### config.mk
export PLATFORM = sky130hd
export DESIGN_NAME = rs_latch_driver
export DESIGN_NICKNAME = d
export VERILOG_FILES = /design/src/rtl/rs_latch_driver.sv
export SDC_FILE = /design/constraint.sdc
export NUM_CORES = 1
export LEC_CHECK = 0
export CAP_MARGIN = 40
export CORE_MARGIN = 8
export CORE_UTILIZATION = 35
export DETAILED_ROUTE_END_ITERATION = 16
export GPL_ROUTABILITY_DRIVEN = 0
export PLACE_DENSITY = 0.6
export REMOVE_ABC_BUFFERS = 1
export SKIP_LAST_GASP = 1
export SYNTH_ARGS = -nofsm -noshare
export SYNTH_HDL_FRONTEND = slang
export SYNTH_SLANG_ARGS = --single-unit
export TNS_END_PERCENT = 50
### constraint.sdc
create_clock -name clk -period 3.04 [get_ports clk]
set_input_delay 0.456 -clock clk [delete_from_list [all_inputs] [get_ports clk]]
set_output_delay 0.456 -clock clk [all_outputs]
set_load 0.1 [all_outputs]
### src/rtl/rs_latch_driver.sv
// rs_latch_driver
//   Clocked, command-driven driver for an external gated RS NOR latch
//   (active-high S, R, C). A command accepted over a valid/ready handshake
//   runs through these phases:
//     1. setup:   S/R driven with C low
//     2. pulse:   C high, so the latch is transparent
//     3. hold:    S/R held with C low
//     4. sync:    two idle cycles so Q/Qbar settle through the synchronizers
//   Finally the synchronized Q is sampled and the result reported on done/err.
//
// Ports
//   clk        in   clock, rising edge
//   rst_n      in   asynchronous active-low reset
//   cmd_valid  in   command request
//   cmd_ready  out  driver idle; accept on cmd_valid && cmd_ready
//   cmd_op     in   2'b00 SET, 2'b01 RESET, 2'b10 HOLD, 2'b11 FORBIDDEN (rejected)
//   S, R, C    out  latch set / reset / enable
//   Q, Qbar    in   latch outputs, asynchronous to clk
//   done       out  one-cycle completion strobe
//   err        out  valid with done: check failed or command rejected
//   q_sample   out  synchronized Q captured at done, held until the next done
module rs_latch_driver #(
    parameter int unsigned SETUP_CYC = 2,
    parameter int unsigned PULSE_CYC = 4,
    parameter int unsigned HOLD_CYC  = 2,
    parameter int unsigned CNT_W     = 8
) (
    input  logic       clk,
    input  logic       rst_n,
    input  logic       cmd_valid,
    output logic       cmd_ready,
    input  logic [1:0] cmd_op,
    output logic       S,
    output logic       R,
    output logic       C,
    input  logic       Q,
    input  logic       Qbar,
    output logic       done,
    output logic       err,
    output logic       q_sample
);

    typedef enum logic [2:0] {
        ST_IDLE,
        ST_SETUP,
        ST_PULSE,
        ST_HOLD,
        ST_SYNC,
        ST_DONE
    } state_t;

    localparam logic [1:0] OP_SET   = 2'b00;
    localparam logic [1:0] OP_RESET = 2'b01;
    localparam logic [1:0] OP_BAD   = 2'b11;

    state_t             state_q, state_d;
    logic [CNT_W-1:0]   cnt_q, cnt_d;
    logic [1:0]         op_q, op_d;
    logic               exp_q, exp_d;
    logic               s_q, s_d;
    logic               r_q, r_d;
    logic               c_q, c_d;
    logic               done_q, done_d;
    logic               err_q, err_d;
    logic               q_sample_q, q_sample_d;
    logic               cmd_ready_q, cmd_ready_d;
    logic               q_meta_q, q_sync_q;
    logic               qb_meta_q, qb_sync_q;
    logic               drive;

    always_comb begin
        state_d     = state_q;
        cnt_d       = cnt_q;
        op_d        = op_q;
        exp_d       = exp_q;
        q_sample_d  = q_sample_q;
        done_d      = 1'b0;
        err_d       = 1'b0;

        unique case (state_q)
            ST_IDLE: begin
                if (cmd_valid && cmd_ready_q) begin
                    if (cmd_op == OP_BAD) begin
                        state_d = ST_DONE;
                        done_d  = 1'b1;
                        err_d   = 1'b1;
                    end else begin
                        op_d    = cmd_op;
                        // HOLD must leave the latch unchanged, so the last sampled value is expected
                        exp_d   = (cmd_op == OP_SET)   ? 1'b1 :
                                  (cmd_op == OP_RESET) ? 1'b0 : q_sample_q;
                        state_d = ST_SETUP;
                        cnt_d   = CNT_W'(SETUP_CYC - 1);
                    end
                end
            end
            ST_SETUP: begin
                if (cnt_q == '0) begin
                    state_d = ST_PULSE;
                    cnt_d   = CNT_W'(PULSE_CYC - 1);
                end else begin
                    cnt_d = cnt_q - CNT_W'(1);
                end
            end
            ST_PULSE: begin
                if (cnt_q == '0) begin
                    state_d = ST_HOLD;
                    cnt_d   = CNT_W'(HOLD_CYC - 1);
                end else begin
                    cnt_d = cnt_q - CNT_W'(1);
                end
            end
            ST_HOLD: begin
                if (cnt_q == '0) begin
                    state_d = ST_SYNC;
                    cnt_d   = CNT_W'(1);
                end else begin
                    cnt_d = cnt_q - CNT_W'(1);
                end
            end
            ST_SYNC: begin
                if (cnt_q == '0) begin
                    // Result is registered on entry to DONE so it appears together with the strobe
                    state_d    = ST_DONE;
                    done_d     = 1'b1;
                    q_sample_d = q_sync_q;
                    err_d      = (q_sync_q != exp_q) || (q_sync_q == qb_sync_q);
                end else begin
                    cnt_d = cnt_q - CNT_W'(1);
                end
            end
            ST_DONE: begin
                state_d = ST_IDLE;
            end
            default: begin
                state_d = ST_IDLE;
            end
        endcase

        // Outputs are decoded from the next state so the registered pins line up with the state
        drive       = (state_d == ST_SETUP) || (state_d == ST_PULSE) || (state_d == ST_HOLD);
        s_d         = drive && (op_d == OP_SET);
        r_d         = drive && (op_d == OP_RESET);
        c_d         = (state_d == ST_PULSE);
        cmd_ready_d = (state_d == ST_IDLE);
    end

    always_ff @(posedge clk or negedge rst_n) begin
        if (!rst_n) begin
            state_q     <= ST_IDLE;
            cnt_q       <= '0;
            op_q        <= '0;
            exp_q       <= 1'b0;
            s_q         <= 1'b0;
            r_q         <= 1'b0;
            c_q         <= 1'b0;
            done_q      <= 1'b0;
            err_q       <= 1'b0;
            q_sample_q  <= 1'b0;
            cmd_ready_q <= 1'b0;
            q_meta_q    <= 1'b0;
            q_sync_q    <= 1'b0;
            qb_meta_q   <= 1'b0;
            qb_sync_q   <= 1'b0;
        end else begin
            state_q     <= state_d;
            cnt_q       <= cnt_d;
            op_q        <= op_d;
            exp_q       <= exp_d;
            s_q         <= s_d;
            r_q         <= r_d;
            c_q         <= c_d;
            done_q      <= done_d;
            err_q       <= err_d;
            q_sample_q  <= q_sample_d;
            cmd_ready_q <= cmd_ready_d;
            q_meta_q    <= Q;
            q_sync_q    <= q_meta_q;
            qb_meta_q   <= Qbar;
            qb_sync_q   <= qb_meta_q;
        end
    end

    assign S         = s_q;
    assign R         = r_q;
    assign C         = c_q;
    assign done      = done_q;
    assign err       = err_q;
    assign q_sample  = q_sample_q;
    assign cmd_ready = cmd_ready_q;

endmodule

After elaboration in Yosys (flattened, before gate mapping)
Index checks and enable logic that the tools add are counted.
{"block": "totals", "reg_bits": 25, "input_bits": 7, "word_cells": 72}
{"block": "classes", "add_sub_neg": 1, "n_eq_ne": 15, "n_mux": 24, "bitwise_logic": 1, "n_reduce_logical": 16}
{"op": "8-bit 2-to-1 mux", "count": 5}
{"op": "8-bit one-hot mux with 4 select lines", "count": 1}
{"op": "3-bit 2-to-1 mux", "count": 6}
{"op": "3-bit one-hot mux with 5 select lines", "count": 1}
{"op": "3-bit by 2-bit == test with 1-bit output (second input constant)", "count": 4}
{"op": "8-bit logical NOT", "count": 1}
{"op": "8-bit by 1-bit subtractor with 8-bit output (second input constant)", "count": 1}
{"op": "3-bit by 1-bit == test with 1-bit output (second input constant)", "count": 2}
{"op": "3-bit logical NOT", "count": 2}
{"op": "1-bit 2-to-1 mux", "count": 6}
{"op": "2-bit 2-to-1 mux", "count": 3}
{"op": "2-bit inequality test (second input constant)", "count": 3}
{"op": "2-bit by 1-bit == test with 1-bit output (second input constant)", "count": 2}
{"op": "2-bit logical NOT", "count": 2}
{"op": "1-bit one-hot mux with 2 select lines", "count": 2}
{"op": "4-bit AND reduction", "count": 1}
{"op": "4-bit nonzero test", "count": 1}
{"op": "3-bit == test (second input constant)", "count": 1}
{"op": "1-bit logical AND", "count": 3}
{"op": "1-bit logical OR", "count": 3}
{"op": "3-bit AND reduction", "count": 1}
{"op": "2-bit == test (second input constant)", "count": 1}
{"op": "2-bit AND reduction", "count": 1}
{"op": "2-bit OR reduction", "count": 1}
{"op": "other kinds (3)", "count": 3}

Logic depth before layout (Yosys ltp)
Gate-level depths: netlist (run 1).
{"block": "logic_depth", "ltp_word": 8, "mapped_depth": 8, "ltp_nobuf": 7}

Least setup slack after synthesis (run 1)
No wires, ideal clock.
{"block": "synth_path", "path_kind": "reg-to-reg", "startpoint": "register cnt_q[0]", "endpoint": "register cnt_q[4]", "arrival_ns": 2.004, "required_time_ns": 2.919, "setup_slack_ns": 0.915, "path_stages_with_launch": 9, "period_less_slack_ns": 2.125, "cell_sequence": "dfrtp_1 -> inv_1 -> ha_1 -> or4b_4 -> nor4_4 -> o22ai_2 -> nor2b_1 -> clkbuf_1 -> a22o_1"}
{"block": "synth_between", "elab_chain_len": 3, "elab_cells_between_ends": 8, "cone_classes": "add/sub (1); eq/ne (1); mux (4); reduce/logical (2)"}
{"item": "start: declaration", "line_no": "57", "text": "logic [CNT_W-1:0] cnt_q, cnt_d;"}
{"item": "start signal: assignment", "line_no": "167", "text": "cnt_q <= cnt_d;"}
{"item": "8-bit by 1-bit subtractor with 8-bit output or 8-bit logical NOT (tied branches)"}
{"item": "8-bit 2-to-1 mux (tied with other cells)", "line_no": "122", "text": "if (cnt_q == '0) begin"}
{"item": "8-bit one-hot mux with 4 select lines or 4-bit AND reduction (tied branches)"}
Several ways; a longest one is shown, not always the timed one. The select of a mux whose other input is x is not followed.
A chain may end at the register's enable or synchronous reset.

Worst setup path after layout (run 1)
Same ends and word-level chain as after synthesis.

==> metrics.md, run 1 <==
| Metric | Value |
|---|---|
| Reg2Reg Depth | 8 |
| Core area | 3360 µm² |
| Largest net degree at the start of global routing | 26 |
| Synthesized area | roughly 1200 µm² |
| Final Critical Period | about 2.3 ns |
| Inst Count DP | around 170 |
| First-pass GRT wire length | between 4000 and 5000 µm |
| Distinct cell type count after synthesis | 43 |
| Async SR Flop Fraction | 1.00 |
| Yosys top cell by area | dfrtp_1 |
| Initial Util | 0.366 |
| Fin cells | 175 |
| Max VDD drop | 0.000205 V |
| Drt first pass iters | 4 |
| Grt ovf | 0 |
| XOR/XNOR share of the synthesized area | 0.00711 |
| First-iteration detailed-routing DRC count | 45 |
| Leak | approximately 0.00065 µW |
| Average size of a mapped cell | approximately 11 µm² |
| H-tree Lvls | 1 |
| Layout cells sized above 1 | 0.194 |
| Worst Hold Class | register to register |
| WS Path Type | register to register |
| Worst relative slew slack | 0.674 |
| P per Cell Area | between 300 and 400 nW/µm² |
| Setup violators final | 0 |
| Post-synth top cells | dfrtp_1, nand2_1, nor2_1, o21ai_0 |
| Outcome | completed |
| Largest register FFs | 8 |
| IO buf count | 13 |
| Clock Skew | about 0.0075 ns |
| Top Ports | 14 |
| Root buffer cell | clkbuf_4 |
| Number of synthesized flops with an enable pin | 0 |
| Biggest regs | cnt_q (8), state_q (3), op_q (2) |
| Vias in the first global route | around 970 |
| Die ar. | between 5000 and 6000 µm² |
| TritonCTS Buffers | 3 |
| CTS tree | built |
| Post-DRT Antenna Nets | 0 |
| # fillers | ~370 |
| Sequential fraction of the synthesis area | 0.508 |
| Synth Flop Type | dfrtp_1 |
| Slew @ Worst Pin | 0.488 ns |
| Residual DRC | 0 |
| Hold path cells | 0 |
| GRT Util Overall | 0.0959 |
| Syn Inst Count | roughly 120 |
| Slew Limit Fails | 0 |
| Largest family of logic cells by synthesized area | compound AO/OA/AOI/OAI gates |
| Final instance area | between 1000 and 1500 µm² |
| Synth Area in Compound Gates | 0.225 |
| Arr. time, crit path | between 2 and 3 ns |
| CTS clk-pin slew, worst paths | 0.15 ns |
| Routed WL per cell | 13.3 µm |
| Critical Path RT | 3.28 ns |
| Setup TNS | 0 ns |
| Dpl cell area | about 1400 µm² |
| Worst Setup End Kind | register |
| Die Span Y | about 75 µm |
| Antenna violations before repair | 0 |
| Seq cells post-synth | 25 |
| Row cnt | 21 |
| CP startpoint kind | register |
| Fmax | about 430 MHz |
| Worst-Skew Late Latency | approximately 0.33 ns |
| Post-synth top area share | 0.508 |
| Post-synthesis simple-gate area fraction | 0.166 |
| Routed WL | approximately 2300 µm |
| CP max FO | 12 |
| Final #Nets | 138 |
| Total vias in the final route | 900 |
| Max-cap violation count | 0 |
| Cts hold-fix bufs | 0 |
| CTS Sinks | 25 |
| RSZ-0062 raised after global routing | false |
| Die width | 75.3 µm |
| Post_cts resized | 0 |
| DR vias/cell | a little over 5 |
| Clock buffer depth | 2 |
| Layout area overhead | 14.8% |
| Synth area leaders | dfrtp_1, nor2b_1, o21ai_0, nand2_1, nor2_1 |
| Mux contribution to synthesized area | 0.0345 |
| Fin. Hold Viols | 0 |
| Top-count cell post-synth | dfrtp_1 |
| Largest Register | cnt_q |
| Area share of fa/ha/maj cells after synthesis | 0.0102 |
| DP HPWL | between 1500 and 2000 µm |
| Final period util | 0.772 |
| Antenna cells | 0 |
| Postcts setup bufs | 0 |
| Synthesis warning total | 0 |
## metrics by stage
step                total power [µW]  setup WS [ns]  hold WS [ns]   util
detailed placement               362          0.698         0.335  0.411
finish                           521          0.692         0.366  0.421
floorplan                        345          0.695         0.160      -
CTS                              532          0.687         0.371  0.421
global placement                 362          0.704         0.332  0.411
global route                     548          0.557         0.378  0.421
## power by group
group	total (µW)	leakage [µW]	internal, µW	switching [µW]
combinational	18.9	0.000303	8.65	10.3
sequential	336	0.000327	335	1.03
clock	165	0.0000183	53.8	112
## path summary, 6_finish.rpt
check / from / to / slack, ns
worst max-delay path: cnt_q[0] / cnt_q[4] / 0.69
worst min-delay path: qb_meta_q / qb_sync_q / 0.37
worst max register to register: cnt_q[0] / cnt_q[4] / 0.69
worst min register to register: qb_meta_q / qb_sync_q / 0.37
max in group asynchronous: rst_n / cnt_q[3] / 2.34
min in group asynchronous: rst_n / state_q[2] / 0.46
## critical path, cell delays in order (launching register included)
cell and delay (ns):
dfrtp_1 0.45, inv_1 0.07, ha_1 0.18, or4b_4 0.51, nor4_4 0.15, buf_4 0.23
o22ai_2 0.16, nor2b_1 0.26, a22o_1 0.25
## cells in the final DEF, fill, tap and decap left out, types with 2 or more instances in the layout
cell type,count
nor2b_1,7
o31ai_1,3
o21ai_0,8
nand3_1,2
a22o_1,3
mux2i_1,2
a21o_1,2
nor2_1,8
inv_1,7
clkbuf_4,3
clkdlybuf4s50_1,6
buf_4,9
a21oi_1,2
dfrtp_1,25
nand2_1,8
o22ai_1,3
nor3_1,3
nor4_1,2
## layout make-up
type,instances,area [µm²],area share
Clock buffer,3,22.5,0.0159
Multi-Input combinational cell,78,547,0.386
Inverter,7,26.3,0.0186
Clock inverter,1,8.76,0.00619
Tap cell,46,57.6,0.0407
Sequential cell,25,626,0.442
Timing Repair Buffer,15,128,0.0902
## logic make-up (layout without fill, tap and decap cells)
| kind of cell | Yosys count | count (layout) |
|---|---|---|
| buf+inv | 13 | 26 |
| mux | 4 | 4 |
| compound gates | 36 | 36 |
| simple gates | 36 | 36 |
| xor+xnor | 1 | 1 |
| fa+ha+maj | 1 | 1 |
| flops | 25 | 25 |
## per-layer routing
layer | wire, µm | vias up | track usage
li1 | - | 446 | -
met1 | 1120 | 429 | 0.112
met2 | 1060 | 21 | 0.154
met3 | 131 | 4 | 0.0421
met4 | 19 | 0 | 0.0299
met5 | 0 | - | 0
Power figures use the tool's default switching activity.
==> inputs of run 2 (changes only) <==
- PLACE_DENSITY: 0.6 -> 0.62
- clock period: 3.04 -> 2.1 ns (I/O delays scaled with it)
==> run 2 against run 1 <==
Effect of this change: the flow now finishes with violations (negative setup slack); global-route usage is 1.2 points higher; first-iteration DRC count is 47% higher; fmax is 12% higher.
==> metrics.md, run 2 (synthesis gave the netlist of run 1 again) <==
| Metric | Value |
|---|---|
| # fillers | approximately 340 |
| Largest Register | cnt_q |
| Total vias in the final route | 1017 |
| Biggest regs | cnt_q (8), state_q (3), op_q (2) |
| Final period util | 1.00 |
| Residual DRC | 0 |
| Worst-Skew Late Latency | roughly 0.33 ns |
| Internal Power | approximately 570 µW |
| Met1 Track Usage GR | 0.118 |
| Worst flop-to-flop path endpoint | cnt_q[6] |
| Setup WS post-layout | -0.000115 ns |
| Logic gate share of total power | 0.042 |
| Max VDD drop | ~0.00023 V |
| Leak | approximately 0.00077 µW |
| Most Crowded Layer GR | met2 |
| Largest register FFs | 8 |
| Die ar. | between 5000 and 6000 µm² |
| Clk network pwr share | 0.296 |
| Core area | between 3000 and 4000 µm² |
| R2R setup slack | -0.0001 ns |
| Fin cells | just under 200 |
| RSZ-0062 raised after global routing | true |
| DP HPWL | roughly 1900 µm |
| Register area | about 630 µm² |
| Initial Util | 0.366 |
| Critical path, cell by cell | inv_2, ha_4, or4b_4, nor4_4, buf_6, o31a_4, o21ai_2, a22o_1 |
| Reg2Reg Depth | 8 |
| Worst Setup End Kind | register |
| Largest stage delay, worst path | 0.48 ns |
| Inst Count DP | approximately 190 |
| Clock buffer depth | 2 |
| CTS Sinks | 25 |
| Max-cap violation count | 0 |
| GRT Util Overall | 0.108 |
| Arr. time, crit path | ~2.3 ns |
| Outcome | finished with violations |
| First-pass GRT wire length | about 4600 µm |
| Met2 usage | 0.184 |
| Worst Hold Class | primary input to async pin |
| Vias in the first global route | between 1000 and 1500 |
| Critical Path RT | around 2.3 ns |
| Drt first pass iters | 4 |
| Routed WL | between 2000 and 3000 µm |
| First-iteration detailed-routing DRC count | 66 |
| Final Critical Period | 2.10 ns |
| Grt ovf | 0 |
| Largest net degree at the start of global routing | 26 |
| Layout cells sized above 1 | 0.353 |
| Die width | ~75 µm |
| Slew @ Worst Pin | between 0.4 and 0.5 ns |
| Met3 Track Usage GR | 0.0368 |
| Commonest non-fill, non-tap cell in the layout | buf_4 |
| TritonCTS Buffers | 3 |
| Clock Skew | between 0.008 and 0.009 ns |
| Fin. Hold Viols | 0 |
| Die Span Y | approximately 75 µm |
| Slew Limit Fails | 0 |
| Layout area overhead | 33.6% |
| Fmax | roughly 480 MHz |
| Top Ports | 14 |
| Switching Power | 164 µW |
| CP max stage cell | or4b_4 |
| Post-DRT Antenna Nets | 0 |
| Row cnt | 21 |
| H-tree Lvls | 1 |
| Switching Fraction | 0.222 |
| P per Cell Area | about 450 nW/µm² |
| Final core utilization | 0.490 |
| Worst relative slew slack | 0.678 |
| CTS tree | built |
| Area of the multi-input gates | 613 µm² |
| CP startpoint kind | register |
| Most frequent cells in the layout | buf_4, dfrtp_1, nor2_1, nand2_1 |
| Setup violators final | 1 |
| Failing checks | negative setup slack |
| CTS clk-pin slew, worst paths | ~0.14 ns |
| WS Path Type | register to register |
| Antenna cells | 0 |
| Final #Nets | ~160 |
| Share of power burned in registers | 0.662 |
| DR vias/cell | a little over 5 |
| Routed WL per cell | 14.0 µm |
| CP max FO | 7 |
| IO buf count | 13 |
| Reg-to-reg startpoint | cnt_q[1] |
| Antenna violations before repair | 0 |
| Root buffer cell | clkbuf_4 |
[run 2: cell types whose count changed in the layout (fill, tap and decap cells not counted), sizes merged]
cell	delta
inv	-1
buf	+21
clkinv	+1
[run 2: worst max path at each step]
stage               slack [ns]        to      from  cells after the start
floorplan                -0.24  cnt_q[4]  cnt_q[0]                      7
global placement         0.008         S  cnt_q[1]                      8
detailed placement       -0.05         S  cnt_q[1]                      8
CTS                      -0.04         S  cnt_q[1]                      9
global route             -0.09         S  cnt_q[1]                      9
finish                 -0.0001  cnt_q[6]  cnt_q[1]                      8
[run 2: routing by layer]
metal	wire [µm]	share of wire	up-vias
met5	0	0	-
met4	68	0.025	0
met3	147	0.054	8
met2	1400	0.51	21
met1	1120	0.41	504
li1	-	-	484
[run 2: critical path, delay by kind of cell (launching register included)]
family          cells  cell delay [ns]
compound gates      3             0.50
fa+ha+maj           1             0.13
buf+inv             2             0.25
flops               1             0.41
simple gates        2             0.69
[run 2: layout make-up]
cell class,instances,area share
Timing Repair Buffer,36,0.180
Clock inverter,1,0.00304
Sequential cell,25,0.380
Tap cell,46,0.0350
Clock buffer,3,0.0137
Multi-Input combinational cell,78,0.372
Inverter,7,0.0160
[run 2: repair_timing]
action / CTS / global route
pin swaps: 9 / 3
gates resized for setup: 19 / 1
setup buffers: 4 / 0
hold endpoints to repair: 0 / 0
endpoints found under the setup margin: 7 / 17
cloned: 1 / 0
hold buffers: 0 / 0
[run 2: metrics by stage]
stage,setup TNS (ns),setup slack (ns),instance area [µm²],power [µW],hold WS (ns)
6_report,-0.000115,-0.000115,1650,735,0.329
5_1_grt,-0.763,-0.0897,1650,766,0.360
4_1_cts,-0.317,-0.0409,1640,748,0.336
3_5_place_dp,-0.217,-0.0514,1500,527,0.338
3_3_place_gp,0,0.00830,1500,527,0.332
2_1_floorplan,-1.83,-0.245,1200,499,0.0194
[run 2: power by group through the flow]
stage          logic [µW]  clock network, µW  registers, µW
2_1_floorplan        3.53                  0            496
3_3_place_gp         30.9                  0            496
3_5_place_dp         31.4                  0            496
4_1_cts              31.4                229            487
5_1_grt              34.5                244            487
6_report             30.6                218            487
==> inputs of run 3 (changes only) <==
- CTS_CLUSTER_SIZE: default -> 12
- TNS_END_PERCENT: 50 -> default
==> run 3 against run 2 <==
Effect of this change: the run now ends clean; clock skew hardly changed; worst hold slack better by 0.0039 ns; sequential power hardly changed; critical endpoint is now cnt_q[4].
==> metrics.md, run 3 (synthesis gave the netlist of run 1 again) <==
| Metric | Value |
|---|---|
| Switching Power | around 160 µW |
| Clock buffer depth | 2 |
| Layout cells sized above 1 | 0.393 |
| Worst-Skew Late Latency | between 0.3 and 0.4 ns |
| Pwr Total | around 730 µW |
| Final Critical Period | between 2 and 2.5 ns |
| CP max FO | 7 |
| Vias in the first global route | ~1000 |
| Clk network pwr share | 0.295 |
| Grt ovf | 0 |
| Reg2Reg Depth | 8 |
| GRT Util Overall | 0.108 |
| Routed WL per cell | roughly 14 µm |
| Dpl cell area | 1500 µm² |
| WP depth | 8 |
| Fmax | about 480 MHz |
| Layout area overhead | 35.3% |
| TritonCTS Buffers | 3 |
| Row cnt | 21 |
| Worst relative slew slack | 0.677 |
| Leak | 0.000779 µW |
| DP HPWL | approximately 1900 µm |
| Critical path, cell by cell | inv_2, ha_4, or4b_4, nor4_4, buf_6, o22ai_2, nor2b_4, a22o_1 |
| Residual DRC | 0 |
| Arr. time, crit path | roughly 2.3 ns |
| Internal Power | roughly 570 µW |
| First-pass GRT wire length | roughly 4600 µm |
| Worst Setup End Kind | register |
| Critical Path RT | roughly 2.3 ns |
| Outcome | completed |
| Logic gate share of total power | 0.042 |
| Total vias in the final route | 1017 |
| Max VDD drop | around 0.00024 V |
| Slew @ Worst Pin | between 0.4 and 0.5 ns |
| Core area | around 3400 µm² |
| DR vias/cell | 5.19 |
| Initial Util | 0.366 |
| CTS clk-pin slew, worst paths | between 0.1 and 0.15 ns |
| Largest stage delay, worst path | 0.48 ns |
| Fin. Hold Viols | 0 |
| CTS Sinks | 25 |
| WS Path Type | register to register |
| Setup violators final | 0 |
| Die ar. | 5680 µm² |
| IO buf count | 13 |
| Buf/Inv on CP | 2 |
| Root buffer cell | clkbuf_4 |
| Largest register FFs | 8 |
| Final instance area | 1670 µm² |
| CP max stage cell | or4b_4 |
| Switching Fraction | 0.221 |
| P per Cell Area | roughly 440 nW/µm² |
| Top Ports | 14 |
| Die width | around 75 µm |
| CP startpoint kind | register |
| Crit path max-delay family | simple AND/OR/NAND/NOR gates |
| Pre-CTS WS | -0.0514 ns |
| Max-cap violation count | 0 |
| Post-DRT Antenna Nets | 0 |
| Final #Nets | 159 |
| Biggest regs | cnt_q (8), state_q (3), op_q (2) |
| Commonest non-fill, non-tap cell in the layout | buf_4 |
| Largest Register | cnt_q |
| CTS tree | built |
| Worst Hold Class | primary input to async pin |
| Most frequent cells in the layout | buf_4, dfrtp_1, nor2_1, nand2_1 |
| Drt first pass iters | 4 |
| Largest net degree at the start of global routing | 26 |
| H-tree Lvls | 1 |
| First-iteration detailed-routing DRC count | 85 |
| Antenna cells | 0 |
| Clock Skew | 0.00911 ns |
| Antenna violations before repair | 0 |
| Die Span Y | approximately 75 µm |
| Setup WS post-layout | 0.000594 ns |
| RSZ-0062 raised after global routing | true |
| Share of power burned in registers | 0.663 |
| Routed WL | approximately 2800 µm |
| Final period util | 1.00 |
| Slew Limit Fails | 0 |
[run 3: cell counts in the layout (fill, tap and decap cells not counted)]
Identical to the previous run, type by type.
[run 3: metal layers]
metal  GRT usage  vias up  wire length (µm)
met4      0.0512        0                57
met3      0.0368        6               129
met1       0.118      509              1170
li1            -      486                 -
met2       0.184       16              1420
met5           0        -                 0
[run 3: through the flow]
stage / std cells / hold slack, ns / utilization / TNS [ns]
finish: 196 / 0.333 / 0.496 / 0
global route: 196 / 0.360 / 0.496 / -0.730
CTS: 196 / 0.336 / 0.489 / -0.295
detailed placement: 187 / 0.338 / 0.447 / -0.217
global placement: 187 / 0.332 / 0.447 / 0
floorplan: 110 / 0.0194 / - / -1.83
[run 3: power groups by stage]
stage	Sequential, µW	Combinational, µW	Clock, µW
5_1_grt	488	34.5	244
3_3_place_gp	496	30.9	0
6_report	487	30.7	217
2_1_floorplan	496	3.53	0
4_1_cts	487	31.4	229
3_5_place_dp	496	31.4	0
[run 3: final timing paths]
path / start / to / slack (ns)
min: rst_n / cnt_q[3] / 0.33
max: cnt_q[1] / cnt_q[4] / 0.0006
min reg2reg: q_meta_q / q_sync_q / 0.37
min in group clk: q_meta_q / q_sync_q / 0.37
max reg2reg: cnt_q[1] / cnt_q[4] / 0.0006
max in group asynchronous: rst_n / q_sample / 1.52
[run 3: what timing repair did]
action | CTS | global route
resized for setup | 20 | 7
setup endpoints to repair | 7 | 17
cloned | 1 | 0
setup buffers | 4 | 0
pin swaps | 11 | 2
hold buffers | 0 | 0
[run 3: cell type report]
class                           instances  area [µm²]
Timing Repair Buffer                   36         300
Tap cell                               46        57.6
Multi-Input combinational cell         78         631
Fill cell                             332        1700
Clock inverter                          1        5.00
Clock buffer                            3        22.5
Inverter                                7        26.3
Sequential cell                        25         626
